--- src/rtl/branch_seq_ctrl_if.sv ---
// rtl/branch_seq_ctrl_if.sv - branch request handshake between control unit and branch sequencer
//
// Purpose: bundles the branch request channel (valid/ready handshake plus payload).
// Signals:
//   br_valid  : request valid, held by the requester until br_ready is seen
//   br_ready  : sequencer can accept a request
//   br_jtrue  : 1 = jtrue, 0 = jfalse
//   br_cond   : 4-bit condition code
//   br_target : jump destination
// Modports: master = control unit (requester), slave = branch_seq_ctrl.
interface branch_seq_ctrl_if #(
   parameter int ADDR_W = 16
);
   logic              br_valid;
   logic              br_ready;
   logic              br_jtrue;
   logic [3:0]        br_cond;
   logic [ADDR_W-1:0] br_target;

   modport master (
      output br_valid, br_jtrue, br_cond, br_target,
      input  br_ready
   );

   modport slave (
      input  br_valid, br_jtrue, br_cond, br_target,
      output br_ready
   );
endinterface

--- src/rtl/branch_seq_ctrl.sv ---
// rtl/branch_seq_ctrl.sv - conditional jump sequencer owning the flag register and the PC
//
// Purpose: accepts one jtrue/jfalse request at a time, evaluates it against the
// registered Z/C/S/O flags one cycle later, then either redirects the PC and
// flushes fetch for FLUSH_CYCLES cycles or skips the branch slot.
// Ports:
//   clk, rst   : clock (rising edge), asynchronous active-high reset
//   alu_flags  : ALU flags, bit0=Z bit1=C bit2=S bit3=O
//   flag_we    : load alu_flags into flags_q this cycle (any state)
//   pc_adv     : fetch consumed an instruction, PC+1 while idle
//   br         : branch request channel (slave modport)
//   pc         : program counter
//   flags_q    : registered flags
//   flush      : kill in-flight fetch/decode
//   taken      : one-cycle pulse when a branch resolves taken
//   busy       : sequencer not idle
// Optional feature macro BRANCH_STATS_EN adds stat_clr, stat_taken, stat_fall.
module branch_seq_ctrl #(
   parameter int                ADDR_W       = 16,
   parameter logic [ADDR_W-1:0] RESET_PC     = '0,
   parameter int                FLUSH_CYCLES = 2
) (
   input  logic              clk,
   input  logic              rst,
   input  logic [3:0]        alu_flags,
   input  logic              flag_we,
   input  logic              pc_adv,
   branch_seq_ctrl_if.slave  br,
   output logic [ADDR_W-1:0] pc,
   output logic [3:0]        flags_q,
   output logic              flush,
   output logic              taken,
   output logic              busy
`ifdef BRANCH_STATS_EN
   ,
   input  logic              stat_clr,
   output logic [15:0]       stat_taken,
   output logic [15:0]       stat_fall
`endif
);

   typedef enum logic [1:0] {
      S_IDLE     = 2'd0,
      S_EVAL     = 2'd1,
      S_REDIRECT = 2'd2
   } state_t;

   localparam logic [ADDR_W-1:0] PC_ONE  = {{(ADDR_W-1){1'b0}}, 1'b1};
   localparam logic [3:0]        FLUSH_LD = 4'(FLUSH_CYCLES);

   state_t            state;
   logic              lat_jtrue;
   logic [3:0]        lat_cond;
   logic [ADDR_W-1:0] lat_target;
   logic [3:0]        flush_cnt;

   logic              cond_c;
   logic              cond_known;
   logic              eval_taken;

   assign br.br_ready = (state == S_IDLE);
   assign busy        = (state != S_IDLE);

   // Evaluation reads flags_q as registered before this edge, so a flag_we in
   // the EVAL cycle does not affect the outcome. Unknown codes never branch.
   always_comb begin
      cond_c     = 1'b0;
      cond_known = 1'b1;
      case (lat_cond)
         4'b0100: cond_c = flags_q[2];
         4'b0101: cond_c = flags_q[0];
         4'b0110: cond_c = flags_q[1];
         4'b0111: cond_c = flags_q[0] | flags_q[2];
         4'b0000: cond_c = ~flags_q[0];
         4'b0011: cond_c = flags_q[3];
         default: cond_known = 1'b0;
      endcase
      eval_taken = cond_known & (lat_jtrue ? cond_c : ~cond_c);
   end

   always_ff @(posedge clk or posedge rst) begin
      if (rst) begin
         state      <= S_IDLE;
         pc         <= RESET_PC;
         flags_q    <= 4'b0000;
         flush      <= 1'b0;
         taken      <= 1'b0;
         flush_cnt  <= 4'd0;
         lat_jtrue  <= 1'b0;
         lat_cond   <= 4'd0;
         lat_target <= '0;
`ifdef BRANCH_STATS_EN
         stat_taken <= 16'd0;
         stat_fall  <= 16'd0;
`endif
      end else begin
         if (flag_we)
            flags_q <= alu_flags;
         taken <= 1'b0;

         case (state)
            S_IDLE: begin
               // An accepted request holds the PC: the branch slot is skipped
               // or replaced once the outcome is known.
               if (br.br_valid) begin
                  lat_jtrue  <= br.br_jtrue;
                  lat_cond   <= br.br_cond;
                  lat_target <= br.br_target;
                  state      <= S_EVAL;
               end else if (pc_adv) begin
                  pc <= pc + PC_ONE;
               end
            end

            S_EVAL: begin
               if (eval_taken) begin
                  pc        <= lat_target;
                  taken     <= 1'b1;
                  flush     <= 1'b1;
                  flush_cnt <= FLUSH_LD;
                  state     <= S_REDIRECT;
               end else begin
                  pc    <= pc + PC_ONE;
                  state <= S_IDLE;
               end
            end

            S_REDIRECT: begin
               // flush was raised on entry, so leaving at count 1 keeps it
               // high for exactly FLUSH_CYCLES cycles.
               if (flush_cnt == 4'd1) begin
                  flush <= 1'b0;
                  state <= S_IDLE;
               end else begin
                  flush_cnt <= flush_cnt - 4'd1;
               end
            end

            default: begin
               flush <= 1'b0;
               state <= S_IDLE;
            end
         endcase

`ifdef BRANCH_STATS_EN
         if (stat_clr) begin
            stat_taken <= 16'd0;
            stat_fall  <= 16'd0;
         end else if (state == S_EVAL) begin
            if (eval_taken) begin
               if (stat_taken != 16'hFFFF)
                  stat_taken <= stat_taken + 16'd1;
            end else begin
               if (stat_fall != 16'hFFFF)
                  stat_fall <= stat_fall + 16'd1;
            end
         end
`endif
      end
   end

endmodule
--- src/flat_wrapper.sv ---
// flat-port wrapper written by rule: the top's interface ports become plain ports
module branch_seq_ctrl_flat 
#(
   parameter int                ADDR_W       = 16,
   parameter logic [ADDR_W-1:0] RESET_PC     = '0,
   parameter int                FLUSH_CYCLES = 2
)
  (clk, rst, alu_flags, flag_we, pc_adv, pc, flags_q, flush, taken, busy, br_br_valid, br_br_jtrue, br_br_cond, br_br_target, br_br_ready);
  branch_seq_ctrl_if #(.ADDR_W(ADDR_W)) br_i ();
  input  logic clk;
  input  logic rst;
  input  logic [3:0] alu_flags;
  input  logic flag_we;
  input  logic pc_adv;
  output logic [ADDR_W-1:0] pc;
  output logic [3:0] flags_q;
  output logic flush;
  output logic taken;
  output logic busy;
  input wire logic [$bits(br_i.br_valid)-1:0] br_br_valid;
  input wire logic [$bits(br_i.br_jtrue)-1:0] br_br_jtrue;
  input wire logic [$bits(br_i.br_cond)-1:0] br_br_cond;
  input wire logic [$bits(br_i.br_target)-1:0] br_br_target;
  output wire logic [$bits(br_i.br_ready)-1:0] br_br_ready;
  assign br_i.br_valid = br_br_valid;
  assign br_i.br_jtrue = br_br_jtrue;
  assign br_i.br_cond = br_br_cond;
  assign br_i.br_target = br_br_target;
  assign br_br_ready = br_i.br_ready;
  branch_seq_ctrl #(.ADDR_W(ADDR_W), .RESET_PC(RESET_PC), .FLUSH_CYCLES(FLUSH_CYCLES)) u_core (.clk(clk), .rst(rst), .alu_flags(alu_flags), .flag_we(flag_we), .pc_adv(pc_adv), .br(br_i), .pc(pc), .flags_q(flags_q), .flush(flush), .taken(taken), .busy(busy));
endmodule
--- config.mk ---
export PLATFORM = sky130hd
export DESIGN_NAME = branch_seq_ctrl_flat
export DESIGN_NICKNAME = d
export VERILOG_FILES = /design/src/rtl/branch_seq_ctrl_if.sv /design/src/rtl/branch_seq_ctrl.sv /design/src/flat_wrapper.sv
export SDC_FILE = /design/constraint.sdc
export NUM_CORES = 1
export LEC_CHECK = 0
export BUFFER_PORTS_ARGS = -buffer_cell sky130_fd_sc_hd__buf_2
export CORE_AREA = 2 2 93 95
export DETAILED_ROUTE_END_ITERATION = 8
export DIE_AREA = 0 0 95 97
export PLACE_DENSITY_LB_ADDON = 0.3
export RECOVER_POWER = 25
export SKIP_CTS_REPAIR_TIMING = 1
export SYNTH_ARGS = -nofsm -noshare
export SYNTH_HDL_FRONTEND = slang
export SYNTH_SLANG_ARGS = --single-unit
--- constraint.sdc ---
create_clock -name clk -period 3.8 [get_ports clk]
set_input_delay 0.76 -clock clk [delete_from_list [all_inputs] [get_ports clk]]
set_output_delay 0.76 -clock clk [all_outputs]
set_load 0.05 [all_outputs]
Word-level counts from Yosys, hierarchy flattened
Cells that the tools add are included.
{ "totals": {"register_bits": 49, "word_cells": 60} }
{ "classes": {"add_sub_neg": 2, "n_eq_ne": 14, "muxes": 19, "n_bitwise": 5, "n_reduce_logical": 11} }
{ "op_table": {"columns": ["op", "n"], "rows": [
  ["$mux 16", 3],
  ["$pmux 16 s2", 1],
  ["$add 16x1->16 const B", 1],
  ["$eq 4x3->1 const B", 4],
  ["$reduce_and 3->1", 3],
  ["$mux 4", 2],
  ["$ne 2x2->1 const B", 4],
  ["$pmux 4 s2", 1],
  ["$mux 1", 6],
  ["$mux 2", 3],
  ["$pmux 1 s6", 1],
  ["$pmux 2 s3", 1],
  ["$reduce_bool 2->1", 3],
  ["$reduce_or 6->1", 1],
  ["$eq 4x1->1 const B", 1],
  ["$eq 4x2->1 const B", 1],
  ["$logic_not 4->1", 1],
  ["$ne 2x1->1 const B", 2],
  ["$reduce_and 2->1", 2],
  ["$sub 4x1->4 const B", 1],
  ["$not 1->1", 3],
  ["$pmux 1 s3", 1],
  ["$eq 2x1->1 const B", 1],
  ["$eq 2x2->1 const B", 1],
  ["other kinds (3)", 3]
]} }

Logic depth before layout (Yosys ltp)
{ "logic_depth": {"ltp_word": 7, "ltp_mapped": 9, "depth_no_buf": 8} }

Worst setup path after synthesis
No wires, ideal clock.
{ "synth_path": {"path_type": "register to register", "start": "register u_core.state[0]", "end": "register u_core.pc[14]", "setup_time_ns": 0.159, "t_arrival_ns": 2.390, "required_ns": 3.641, "setup_slack_ns": 1.252, "stages_incl_launch_ff": 9, "n_path_buf": 0, "synth_period_minus_slack_ns": 2.548, "cell_sequence": "dfrtp_1 > inv_1 > ha_1 > inv_1 > a22oi_1 > nor3_1 > and2_1 > a211oi_1 > a311oi_1"} }
{ "synth_between": {"elab_chain_cells": 3} }
{ "synth_rtl": {"columns": ["item", "line_no", "rtl"], "rows": [
  ["start, declared", "branch_seq_ctrl.sv:51", "state_t state;"],
  ["start signal, assigned", "branch_seq_ctrl.sv:83", "state <= S_IDLE;"],
  ["start signal, assigned", "branch_seq_ctrl.sv:109", "state <= S_EVAL;"],
  ["start signal, assigned", "branch_seq_ctrl.sv:121", "state <= S_REDIRECT;"],
  ["$logic_not 2->1 (*)", null, null],
  ["named net br_br_ready", "flat_wrapper.sv:24", "output wire logic [$bits(br_i.br_ready)-1:0] br_br_ready;"],
  ["$ne 2x2->1 (no line) / $reduce_bool 2->1 (equally long branches)", null, null],
  ["$reduce_and 3->1 (no line)", null, null],
  ["end signal, assigned", "branch_seq_ctrl.sv:111", "pc <= pc + PC_ONE;"],
  ["end signal, assigned", "branch_seq_ctrl.sv:117", "pc <= lat_target;"],
  ["end signal, assigned", "branch_seq_ctrl.sv:123", "pc <= pc + PC_ONE;"],
  ["end, declared", "branch_seq_ctrl.sv:29", "output logic [ADDR_W-1:0] pc,"]
]} }
Mark *: on every way through the listed nets, which the timed path passes. The rest lies on a longest branch.
A chain may end at the register's enable or synchronous reset.

Worst setup path after layout
{ "layout_path": {"start": "register u_core.lat_cond[0]", "end": "register u_core.pc[9]"} }
{ "layout_between": {"elab_chain_cells": 7} }
{ "layout_rtl": {"columns": ["item", "line_no", "rtl"], "rows": [
  ["start, declared", "branch_seq_ctrl.sv:53", "logic [3:0] lat_cond;"],
  ["start signal, assigned", "branch_seq_ctrl.sv:107", "lat_cond <= br.br_cond;"],
  ["$eq 4x2->1, or another cell as far along", "branch_seq_ctrl.sv:69", "case (lat_cond)"],
  ["$pmux 1 s6", "branch_seq_ctrl.sv:69", null],
  ["$not 1->1", "branch_seq_ctrl.sv:78", "eval_taken = cond_known & (lat_jtrue ? cond_c : ~cond_c);"],
  ["$mux 1", "branch_seq_ctrl.sv:78", null],
  ["$and 1x1->1 (*)", "branch_seq_ctrl.sv:78", null],
  ["$mux 16 (*)", "branch_seq_ctrl.sv:116", "if (eval_taken) begin"],
  ["$pmux 16 s2 (*)", "branch_seq_ctrl.sv:101", "case (state)"]
]} }
Mark *: on every way between the ends. The rest lies on a longest branch, timed or not.

==> flow_summary.yaml <==
flow_run:
  maxCapViolCount: 1
clocking:
  clock_latency_ns: 0.30
  htreeDepth: 2
  cts-buffers-inserted: 5
  clock_sinks: 49
  cts.reportedPaths.clkPinSlew_ns: 0.10
  clockBufferDepth: 2
  cts_tree: "built"
  cts-root-buf: "clkbuf_8"
drt:
  first_pass_iters: 4
  route.detailed.drc: 0
  ant_nets: 0
  wire_per_inst_um: 13.9
  drt_iter0_drc: 70
  drt_wl_total_mm: 5.54
  via_per_inst: 5.01
  via_count: 2003
power_and_ir_drop:
  peakVddDrop_v: 0.000295
  power_density_mw_per_mm2: 927
  leakagePower_uw: 0.00137
logic_synthesis:
  synth_cells: 241
  synth_top_flop_cell: "dfrtp_1"
  synthArstFlopShare_pct: 100
  netlist_area_mm2: 0.00248
  mappedNetlistNets: 277
  synth_edf_count: 0
  ys_warn_count: 0
  synth_area_per_cell_um2: 10.3
  ys_types: 42
  yosysSeqAreaShare_pct: 49.5
  ys_seq_elements: 49
cells_and_area:
  drive_gt1_share_pct: 32.2
  area_growth_pct: 19.1
  multi_input_area_mm2: 0.00114
  layout_common_cells: "buf_2, dfrtp_1, mux2_2"
  mostFrequentLayoutCell: "buf_2"
  final_cell_area_mm2: 0.00295
  nNetsFinal: 330
  num-fill-cells: 829
  antenna_cells: 0
  seqCellArea_mm2: 0.00123
floorplanning:
  die_x_um: 95
  rows: 33
  core-area_mm2: 0.00813
  initial_core_util_pct: 30.4
  die-area_mm2: 0.00922
  die_h_um: 97
  ios: 54
timing:
  slew_headroom_pct: -20.8
  finalCritPeriodShare_pct: 64.4
  tightestPinTransition_ns: 1.81
  drv_slew: 50
  hold_viol: 0
  period_minus_slack_ns: 2.45
  setup_tns_ns: 0
  rsz0062_at_grt: "no"
  finalSetupViolations: 0
  fmax_mhz: 409
  clock_skew_ns: 0.00878
critical_path:
  critPathLaunchType: "flip-flop"
  crit_path_max_fanout: 21
  worstReg2RegStart: "u_core.lat_cond[0]"
  critical_path_class: "flip-flop to flip-flop"
  worstPathRequired_ns: 4.05
  crit_path_start: "u_core.lat_cond[0]"
  r2r_slack_ns: 1.35
  cp-end-kind: "flip-flop"
  worstPathArrival_ns: 2.69
global_routing:
  grt_usage_pct: 12.9
  grt_max_degree: 50
  grt_pass1_wl_mm: 9.57
  grt_pass1_vias: 1911
  antenna_found_initial: 0
  grt_overflow: 0
hold_path:
  min_from: "u_core.lat_target[5]"
  hp-class: "flip-flop to flip-flop"
placement:
  port_buffers: 53
  placed_cell_area_mm2: 0.00285
  place_congestion: 0.810
  dpl.hpwl_mm: 4.02
outcome:
  failed_checks: "capacitance limit, slew limit"
  status: "finished with violations"
==> sequential cells by signal, indices dropped and copies added (netlist names) <==
| register | flops |
|---|---|
| u_core.lat_target | 16 |
| u_core.pc | 16 |
| u_core.flags_q | 4 |
| u_core.flush_cnt | 4 |
| u_core.lat_cond | 4 |
| u_core.state | 2 |
| u_core.flush | 1 |
| u_core.lat_jtrue | 1 |
| u_core.taken | 1 |
==> report_power, final <==
| group | switching [uW] | total [uW] | internal, uW |
|---|---|---|---|
| sequential | 209 | 956 | 747 |
| clock | 178 | 326 | 148 |
| combinational | 954 | 1450 | 497 |
==> per-layer routing <==
layer | GRT usage, % | routed length (um)
met5 | 0 | 0
met4 | 3.79 | 31
met3 | 2.41 | 266
met2 | 19.3 | 2540
met1 | 19.0 | 2700
==> area by class of cell <==
type / instances / share of cell area, %
multi-input combinational: 164 / 38.7
clock buffer: 6 / 2.80
clock inverter: 2 / 0.467
inverter: 18 / 2.29
timing repair buffer: 56 / 9.72
tap: 105 / 4.45
sequential: 49 / 41.6
==> cells in the mapped netlist (6+ instances only) <==
master | number | area share (%)
o21ai_0 | 8 | 1.6
nor3_1 | 7 | 1.4
ha_1 | 6 | 3.0
mux2_2 | 25 | 11
nand3_1 | 21 | 4.2
dfrtp_1 | 49 | 50
nor2_1 | 8 | 1.2
clkbuf_1 | 7 | 1.1
nand4_1 | 11 | 2.8
nand2_1 | 20 | 3.0
inv_1 | 17 | 2.6
or4_1 | 7 | 2.1
a21oi_1 | 9 | 1.8
==> cells by family (layout without fill, tap and decap cells) <==
family / count (synthesis) / after routing / share of synthesized area, %
AND/OR/NAND/NOR: 83 / 83 / 17.2
XOR/XNOR: 1 / 1 / 0.354
adder cells (fa/ha/maj): 6 / 6 / 3.03
buffers and inverters: 28 / 82 / 4.40
multiplexers: 30 / 30 / 13.4
AO/OA/AOI/OAI: 44 / 44 / 12.1
flip-flops: 49 / 49 / 49.5
==> through the flow <==
step | std cells | total power (uW) | utilization [%] | worst slack, ns | hold slack [ns]
after floorplan | 241 | 2060 | - | 1.25 | 0.474
after global placement | 392 | 2400 | 35.1 | 1.45 | 0.501
after detailed placement | 392 | 2430 | 35.1 | 1.35 | 0.502
after CTS | 400 | 2760 | 36.3 | 1.35 | 0.523
after global routing | 400 | 2960 | 36.3 | 1.16 | 0.536
final | 400 | 2730 | 36.3 | 1.35 | 0.521
==> worst paths after layout <==
| check | cells past startpoint | end |
|---|---|---|
| max reg2reg | 8 | u_core.pc[9] |
| max | 8 | u_core.pc[9] |
| min reg2reg | 1 | u_core.lat_target[5] |
| min in group asynchronous | 2 | u_core.flags_q[2] |
| max in group asynchronous | 2 | u_core.flush_cnt[2] |
| min | 1 | u_core.lat_target[5] |
==> critical path, cell delays in order (launching register included) <==
cell and delay, ns:
dfrtp_1 0.44, xnor2_1 0.31, a211oi_2 0.15, o211a_2 0.28
o21ai_2 0.13, buf_4 0.27, inv_2 0.19, or4_1 0.51
nand4_1 0.10
Power figures use the tool's default switching activity.
